### src/rtl/decode_hazard_ctl.sv
// Decode-stage hazard controller: tracks EX/MEM/WB destinations, stalls on RAW hazards.
// Define DECODE_FWD_EN to build with operand bypass selects (only load-use then stalls).
module decode_hazard_ctl #(
  parameter int STALL_CNT_W = 16
) (
  input  logic                   clk,
  input  logic                   rst,
  input  logic                   id_valid,
  input  logic [2:0]             id_rs,
  input  logic                   id_rs_use,
  input  logic [2:0]             id_rt,
  input  logic                   id_rt_use,
  input  logic                   id_wr_en,
  input  logic [2:0]             id_wr_reg,
  input  logic                   id_is_load,
  input  logic                   flush,
  output logic                   stall,
  output logic [1:0]             fwd_a,
  output logic [1:0]             fwd_b,
  output logic                   wb_reg_w_en,
  output logic [2:0]             wb_w_reg,
  output logic [STALL_CNT_W-1:0] stall_cnt
);

  logic       ex_valid, ex_wr, ex_load;
  logic [2:0] ex_reg;
  logic       mem_valid, mem_wr, mem_load;
  logic [2:0] mem_reg;
  logic       wb_valid, wb_wr, wb_load;
  logic [2:0] wb_reg;

  logic ex_hit_rs, mem_hit_rs, wb_hit_rs;
  logic ex_hit_rt, mem_hit_rt, wb_hit_rt;

  // The WB load bit only exists to keep every slot the same shape.
  logic unused_wb_load;
  assign unused_wb_load = wb_load;

  always_comb begin
    ex_hit_rs  = id_rs_use & ex_valid  & ex_wr  & (ex_reg  == id_rs);
    mem_hit_rs = id_rs_use & mem_valid & mem_wr & (mem_reg == id_rs);
    wb_hit_rs  = id_rs_use & wb_valid  & wb_wr  & (wb_reg  == id_rs);
    ex_hit_rt  = id_rt_use & ex_valid  & ex_wr  & (ex_reg  == id_rt);
    mem_hit_rt = id_rt_use & mem_valid & mem_wr & (mem_reg == id_rt);
    wb_hit_rt  = id_rt_use & wb_valid  & wb_wr  & (wb_reg  == id_rt);
  end

`ifdef DECODE_FWD_EN
  function automatic logic [1:0] pick(input logic e, input logic m, input logic w);
    if (e)      return 2'b01;
    else if (m) return 2'b10;
    else if (w) return 2'b11;
    else        return 2'b00;
  endfunction

  always_comb begin
    stall = id_valid & ~flush & ex_load & (ex_hit_rs | ex_hit_rt);
    fwd_a = pick(ex_hit_rs, mem_hit_rs, wb_hit_rs);
    fwd_b = pick(ex_hit_rt, mem_hit_rt, wb_hit_rt);
  end
`else
  always_comb begin
    stall = id_valid & ~flush &
            (ex_hit_rs | mem_hit_rs | wb_hit_rs | ex_hit_rt | mem_hit_rt | wb_hit_rt);
    fwd_a = 2'b00;
    fwd_b = 2'b00;
  end
`endif

  assign wb_reg_w_en = wb_valid & wb_wr;
  assign wb_w_reg    = wb_reg;

  always_ff @(posedge clk or posedge rst) begin
    if (rst) begin
      ex_valid  <= 1'b0; ex_wr  <= 1'b0; ex_reg  <= '0; ex_load  <= 1'b0;
      mem_valid <= 1'b0; mem_wr <= 1'b0; mem_reg <= '0; mem_load <= 1'b0;
      wb_valid  <= 1'b0; wb_wr  <= 1'b0; wb_reg  <= '0; wb_load  <= 1'b0;
      stall_cnt <= '0;
    end else begin
      wb_valid  <= mem_valid; wb_wr  <= mem_wr; wb_reg  <= mem_reg; wb_load  <= mem_load;
      mem_valid <= ex_valid;  mem_wr <= ex_wr;  mem_reg <= ex_reg;  mem_load <= ex_load;
      if (id_valid && !stall && !flush) begin
        ex_valid <= 1'b1;
        ex_wr    <= id_wr_en;
        ex_reg   <= id_wr_reg;
        ex_load  <= id_is_load;
      end else begin
        ex_valid <= 1'b0;
        ex_wr    <= 1'b0;
        ex_reg   <= '0;
        ex_load  <= 1'b0;
      end
      if (stall && stall_cnt != '1)
        stall_cnt <= stall_cnt + STALL_CNT_W'(1);
    end
  end

endmodule
### config.mk
export PLATFORM = sky130hd
export DESIGN_NAME = decode_hazard_ctl
export DESIGN_NICKNAME = d
export VERILOG_FILES = /design/src/rtl/decode_hazard_ctl.sv
export SDC_FILE = /design/constraint.sdc
export NUM_CORES = 1
export LEC_CHECK = 0
export CAP_MARGIN = 20
export CORE_UTILIZATION = 35
export DETAILED_ROUTE_END_ITERATION = 10
export DONT_BUFFER_PORTS = 1
export PLACE_DENSITY_LB_ADDON = 0.15
export SYNTH_ARGS = -nofsm -noshare
export SYNTH_HDL_FRONTEND = slang
export SYNTH_SLANG_ARGS = --single-unit
export TNS_END_PERCENT = 1
### constraint.sdc
create_clock -name clk -period 2.4 [get_ports clk]
set_input_delay 0.48 -clock clk [delete_from_list [all_inputs] [get_ports clk]]
set_output_delay 0.48 -clock clk [all_outputs]
set_load 0.02 [all_outputs]
==> impl_metrics.csv, run 1 <==
group,metric,value,unit
run_status,run_status,"finished, final reports clean",
worst_setup_path,number_of_cells_on_the_critical_path,5,
timing,timing_max_transition_violations_final,0,
global_routing,wire_length_of_the_first_global_routing_pass,5050,µm
finish,antenna_cells,0,
timing,clock-skew-final,0.00600,ns
timing,min_period_over_period,0.973,
worst_setup_path,path_delay_family,"simple AND/OR/NAND/NOR gates",
placement,dp.final_hpwl,2270,µm
placement,gp_congestion,0.765,
logic_synthesis,synth_top_cell_by_area,"dfrtp_1",
route,via_per_inst,5.19,
global_routing,antenna_found_initial,0,
power,pwr_density_cell,602,nW/µm²
clock_network,ctsHtreeMaxLevel,2,
power,p_leak,0.000846,µW
logic_synthesis,yosysWarningCount,0,
worst_setup_path,critPathSlowestCell,"dfrtp_2",
die,placementRows,23,
global_routing,groute.usage.overall,0.156,
worst_setup_path,cp.buffers_inverters,0,
worst_setup_path,type_of_element_launching_the_critical_path,"flop",
clock_network,clk_pin_slew_worst_paths,0.07,ns
die,die_h,68.3,µm
logic_synthesis,main_combinational_cell_family_by_area_after_synthesis,"simple AND/OR/NAND/NOR gates",
finish,largest_register_ff_count,16,
worst_setup_path,crit_path_max_fanout,3,
logic_synthesis,mappedNetlistArea,1540,µm²
global_routing,first_global_vias,1112,
route,drt-pass1-iter-count,4,
power,totalPowerFinal,1030,µW
route,detailroute.via_count,1023,
clock_network,clock_tree_from_tritoncts,"yes",
logic_synthesis,synth-simple-area-share,0.234,
worst_setup_path,crit_end,"stall",
die,coreArea,4120,µm²
logic_synthesis,synth-compound-area-share,0.00975,
worst_setup_path,timing.critical_path.required,1.92,ns
route,drtAntennaViolNets,0,
timing,hold_slack,0.170,ns
logic_synthesis,post_synth_num_cell_types,31,
clock_network,clock_path_buffers,2,
worst_setup_path,slowest_delay,0.48,ns
placement,portBuffers,0,
route,finalWirelength,3040,µm
die,io-pin-count,42,
route,drt_drc_violations_left,0,
logic_synthesis,yosysSeqAreaShare,0.504,
route,number_of_design_rule_violations_left_by_the_first_detailed_router_iteration,34,
finish,area_delta_synth_final,11.6,%
finish,num-fill-cells,409,
timing,fin_crit,2.34,ns
logic_synthesis,fraction_of_synthesized_cell_area_taken_by_the_top_area_cell_type,0.504,
clock_network,clkSinkCount,31,
finish,layout_commonest_cell,"xor2_1",
logic_synthesis,multiplexer_fraction_of_the_synthesized_cell_area,0.00731,
run,cap_violations,0,
timing,report.final.hold_viol_count,0,
clock_network,worst_skew_pair.late_latency,0.28,ns
finish,layout.nets,165,
finish,most-common-layout-cells,"xor2_1, dfrtp_1, nand3_1",
clock_network,clockRootBuffer,"clkbuf_8",
worst_setup_path,timing.setup.critical_path_class,"flop to output port",
global_routing,grt_start_max_net_pins,32,
finish,layout.cells.non_filler,197,
timing,rsz0062_at_grt,"yes",
worst_setup_path,crit_path_cell_chain,"xor2_1 > nor4_1 > or4_4 > nor3_4 > nor2_4",
logic_synthesis,synthAdderAreaFrac,0.00812,
timing,clock.fmax,428,MHz
worst_setup_path,crit-reg2reg-launch,"wb_w_reg[0]$_DFF_PP0_",
die,die_area,4670,µm²
worst_setup_path,reg2regPathDepth,7,
clock_network,cts_hold_buf,0,
timing,report.final.setup_viol,0,
worst_setup_path,critPathArrivalTime,1.86,ns
worst_setup_path,worst_setup_path_startpoint,"wb_w_reg[0]$_DFF_PP0_",
worst_setup_path,rrSetupSlack,0.16,ns
die,chipWidth,68.3,µm
worst_setup_path,critPathCaptureType,"output port",
placement,place_inst,189,
logic_synthesis,synth_seq_cells,31,
logic_synthesis,avg_synthesized_cell_area,11.3,µm²
finish,final_layout_size_suffix_gt1_frac,0.197,
logic_synthesis,post_synth_xor_area_fraction,0.188,
logic_synthesis,synth.top_cells.by_area,"dfrtp_1, xor2_1, nand3_1, nor4_1, and3_1",
worst_setup_path,critical_path.reg2reg.endpoint,"stall_cnt[1]$_DFFE_PP0P_",
clock_network,numCtsBuffers,5,
hold_path,hold_path_class,"primary input to asynchronous set/reset pin",
route,wl_per_cell,15.4,µm
finish,registers.top_by_ff_count,"stall_cnt",
die,floorplan.initialDensity,0.374,
logic_synthesis,synth_cells,136,
power,vdd.ir_drop.worst,0.000253,V
global_routing,globalRoute.totalOverflow,0,
==> cells in the mapped netlist, drive strengths merged <==
master and number:
and3 5, nand3b 1, or4 1, nand3 12, clkbuf 1, nor2 5, or2 2, nor4 8
nand2 3, nor4b 2, and2 1, inv 3, nor2b 1, nor3b 3, nand4 4, o31ai 1
nand2b 1, o211ai 1, dfrtp 31, buf 7, conb 1, mux2 1, nor3 7, xor2 31
xnor2 2, ha 1
==> logic make-up after synthesis <==
kind of cell	Yosys count
AND/OR/NAND/NOR	56
AO/OA/AOI/OAI	2
multiplexers	1
flip-flops	31
adder cells (fa/ha/maj)	1
buffers and inverters	11
XOR/XNOR	33
other	1
==> final cells by class <==
cell class | instances | area (µm²) | area share
Clock buffer | 6 | 82.6 | 0.0480
Inverter | 3 | 11.3 | 0.00655
Sequential cell | 31 | 779 | 0.453
Clock inverter | 1 | 5.00 | 0.00291
Multi-Input combinational cell | 97 | 711 | 0.413
Tap cell | 50 | 62.6 | 0.0364
Timing Repair Buffer | 9 | 67.6 | 0.0393
==> through the flow <==
stage	worst slack [ns]	TNS (ns)	area [µm²]	util
global placement	0.201	0	1610	0.392
floorplan	0.281	0	1550	-
CTS	0.000625	0	1700	0.413
finish	0.0638	0	1720	0.418
global route	-0.00967	-0.00967	1720	0.418
detailed placement	0.180	0	1610	0.392
==> what timing repair did <==
action / 4_1_cts / 5_1_grt
gates resized for setup: 0 / 5
setup buffers: 0 / 1
endpoints found under the setup margin: 0 / 1
==> power breakdown <==
group | leakage (µW) | switching, µW | internal [µW]
clock | 0.0000470 | 184 | 225
sequential | 0.000414 | 14.4 | 537
combinational | 0.000385 | 47.7 | 26.7
total | 0.000846 | 246 | 789
==> metal layers <==
layer / global-route usage / wire length [µm]
met5: 0 / 0
met4: 0.0651 / 25
met3: 0.0717 / 194
met2: 0.238 / 1470
met1: 0.187 / 1350
==> worst min-delay path by stage <==
stage	from	to	cells past startpoint
after floorplan	ex_valid$_DFF_PP0_	mem_valid$_DFF_PP0_	0
after detailed placement	ex_valid$_DFF_PP0_	mem_valid$_DFF_PP0_	0
after global placement	mem_valid$_DFF_PP0_	wb_valid$_DFF_PP0_	0
after global routing	rst	wb_valid$_DFF_PP0_	2
final	rst	wb_wr$_DFF_PP0_	2
after CTS	rst	wb_wr$_DFF_PP0_	2
Note: power is estimated with default switching activity, not from simulation.
==> run 2: changes to the inputs <==
Settings changed: ABC_AREA set to 1.
==> run 2 against run 1 <==
  * Register-to-register slack better by 0.34 ns
  * Non-clock buffer count down 7
  * Clock power up 33%
  * Core utilization down 1.7 points
  * Largest cell class is now multi-input gates
==> impl_metrics.csv, run 2 <==
group,metric,value,unit
run_status,run_status,"finished, final reports clean",
worst_setup_path,crit-reg2reg-launch,"stall_cnt[1]$_DFFE_PP0P_",
timing,setup_tns,0,ns
logic_synthesis,async_reset_ff_frac,1.00,
worst_setup_path,critPathCaptureType,"output port",
clock_network,clock_tree_from_tritoncts,"yes",
clock_network,worst_skew_pair.late_latency,0.29,ns
finish,num-fill-cells,552,
placement,place_inst,331,
timing,fin_crit,2.20,ns
power,vdd.ir_drop.worst,0.000331,V
die,io-pin-count,42,
worst_setup_path,crit_path_max_fanout,12,
worst_setup_path,critPathSlowestCell,"dfrtp_2",
clock_network,cts_repair_resize_count,0,
global_routing,globalRoute.totalOverflow,0,
finish,layout.cells.non_filler,340,
logic_synthesis,mappedNetlistArea,1900,µm²
worst_setup_path,rrSetupSlack,0.50,ns
die,floorplan.initialDensity,0.367,
finish,final_area,2070,µm²
die,die_area,5720,µm²
route,detailroute.via_count,1570,
logic_synthesis,yosysWarningCount,0,
worst_setup_path,slowest_delay,0.47,ns
worst_setup_path,critPathArrivalTime,1.72,ns
timing,report.final.setup_viol,0,
clock_network,clock_path_buffers,2,
logic_synthesis,synth_top_cell_by_area,"dfrtp_1",
logic_synthesis,yosysSeqAreaShare,0.409,
placement,post_dp_cell_area,1940,µm²
finish,area_delta_synth_final,9.10,%
finish,layout_commonest_cell,"nand2_1",
timing,worst_case_setup_margin_in_the_final_layout,0.203,ns
logic_synthesis,prevailing_post_synth_register_cell,"dfrtp_1",
clock_network,post_cts_setup_driven_buffer_insertion_count,0,
worst_setup_path,reg2regPathDepth,9,
finish,final_layout_size_suffix_gt1_frac,0.144,
die,placementRows,26,
clock_network,clk_pin_slew_worst_paths,0.07,ns
worst_setup_path,timing.setup.critical_path_class,"flop to output port",
run,cap_violations,0,
worst_setup_path,path_delay_family,"simple AND/OR/NAND/NOR gates",
clock_network,clockRootBuffer,"clkbuf_8",
clock_network,clkSinkCount,31,
timing,report.final.hold_viol_count,0,
global_routing,first_global_vias,1427,
logic_synthesis,synth.top_cells.by_area,"dfrtp_1, nand2_1, nand4_1, inv_1, nor2_1",
clock_network,ctsHtreeMaxLevel,2,
timing,clock.fmax,455,MHz
die,coreArea,5170,µm²
route,wl_per_cell,12.2,µm
worst_setup_path,cp.buffers_inverters,2,
die,die_h,75.6,µm
worst_setup_path,crit_top_cell,"nand2_1",
timing,rsz0062_at_grt,"no",
worst_setup_path,critical_path.reg2reg.endpoint,"stall_cnt[11]$_DFFE_PP0P_",
global_routing,grt_start_max_net_pins,32,
power,p_leak,0.00106,µW
finish,registers.top_by_ff_count,"stall_cnt",
placement,dp.final_hpwl,2850,µm
finish,most-common-layout-cells,"nand2_1, inv_1, dfrtp_1",
route,drtAntennaViolNets,0,
global_routing,wire_length_of_the_first_global_routing_pass,6600,µm
hold_path,hold_path_class,"primary input to asynchronous set/reset pin",
logic_synthesis,synth_commonest_cells,"nand2_1, dfrtp_1, inv_1",
logic_synthesis,synth_cells,265,
route,drt-pass1-iter-count,4,
logic_synthesis,avg_synthesized_cell_area,7.16,µm²
route,number_of_design_rule_violations_left_by_the_first_detailed_router_iteration,66,
finish,antenna_cells,0,
logic_synthesis,fraction_of_synthesized_cell_area_taken_by_the_top_area_cell_type,0.409,
global_routing,antenna_found_initial,0,
logic_synthesis,post_synth_num_cell_types,25,
global_routing,groute.usage.overall,0.159,
route,drt_drc_violations_left,0,
placement,portBuffers,0,
worst_setup_path,crit_path_cell_chain,"inv_1 > nand2_1 > nand2_1 > nor2_1 > nand2_1 > nand2_1 > nor2_2 > nand2_4 > nand2_1 > inv_1",
die,chipWidth,75.6,µm
route,finalWirelength,4160,µm
clock_network,numCtsBuffers,5,
worst_setup_path,type_of_element_launching_the_critical_path,"flop",
worst_setup_path,timing.critical_path.required,1.92,ns
timing,min_period_over_period,0.915,
finish,largest_register_ff_count,16,
route,via_per_inst,4.62,
timing,clock-skew-final,0.00623,ns
finish,layout.nets,287,
timing,hold_slack,0.166,ns
placement,gp_congestion,0.775,
logic_synthesis,synth_seq_cells,31,
placement,dp_slack,0.406,ns
logic_synthesis,number_of_synthesized_flops_with_an_enable_pin,0,
timing,timing_max_transition_violations_final,0,
logic_synthesis,yosysMostFrequentCell,"nand2_1",
clock_network,cts_hold_buf,0,
power,pwr_density_cell,570,nW/µm²
-- run 2: kinds of logic (layout without fill, tap and decap cells) --
family / Yosys count / in the layout / share of synthesized area
AOI/OAI and AO/OA: 1 / 1 / 0.00263
xor gates and xnor gates: 8 / 8 / 0.0369
adders and majority gates: 1 / 1 / 0.00659
buffers and inverters: 46 / 47 / 0.109
DFF: 31 / 31 / 0.409
other: 1 / 4 / 0.00198
and+or+nand+nor: 177 / 178 / 0.434
-- run 2: worst max-delay path by stage --
stage / from / endpoint / slack [ns] / cells after the start
2_1_floorplan: wb_w_reg[0]$_DFF_PP0_ / stall / 0.64 / 11
3_3_place_gp: wb_w_reg[0]$_DFF_PP0_ / stall / 0.44 / 10
3_5_place_dp: wb_w_reg[0]$_DFF_PP0_ / stall / 0.41 / 10
4_1_cts: wb_w_reg[0]$_DFF_PP0_ / stall / 0.08 / 10
5_1_grt: wb_wr$_DFF_PP0_ / stall / 0.05 / 10
6_report: wb_w_reg[1]$_DFF_PP0_ / stall / 0.20 / 10
-- run 2: layout make-up --
| type | count | area, µm² | area share |
|---|---|---|---|
| clock buffer | 6 | 82.6 | 0.0399 |
| clock inverter | 2 | 35.0 | 0.0169 |
| inverter | 37 | 139 | 0.0671 |
| multi-input combinational | 192 | 932 | 0.450 |
| sequential | 31 | 779 | 0.376 |
| tap | 70 | 87.6 | 0.0423 |
| timing repair buffer | 2 | 15.0 | 0.00725 |
-- run 2: where the power goes --
part	switching (µW)	total, µW	internal [µW]	leakage (µW)
Clock	210	546	336	0.0000612
Sequential	20.5	557	536	0.000419
Combinational	55.5	77.4	22.0	0.000577
Total	286	1180	894	0.00106
-- run 2: stage by stage --
step | power [µW] | util
2_1_floorplan | 631 | -
3_3_place_gp | 644 | 0.376
3_5_place_dp | 645 | 0.376
4_1_cts | 1200 | 0.398
5_1_grt | 1240 | 0.400
6_report | 1180 | 0.400
-- run 2: routing by layer --
layer,track usage,wire (µm)
met1,0.209,1950
met2,0.242,1970
met3,0.0595,215
met4,0.0494,23
met5,0,0
-- run 2: worst register-to-register path: cells and delay by family, from the launching register on --
family / cells / cell delay (ns)
AND/OR/NAND/NOR: 7 / 0.93
flip-flops: 1 / 0.53
adder cells (fa/ha/maj): 1 / 0.32
buffers and inverters: 1 / 0.07
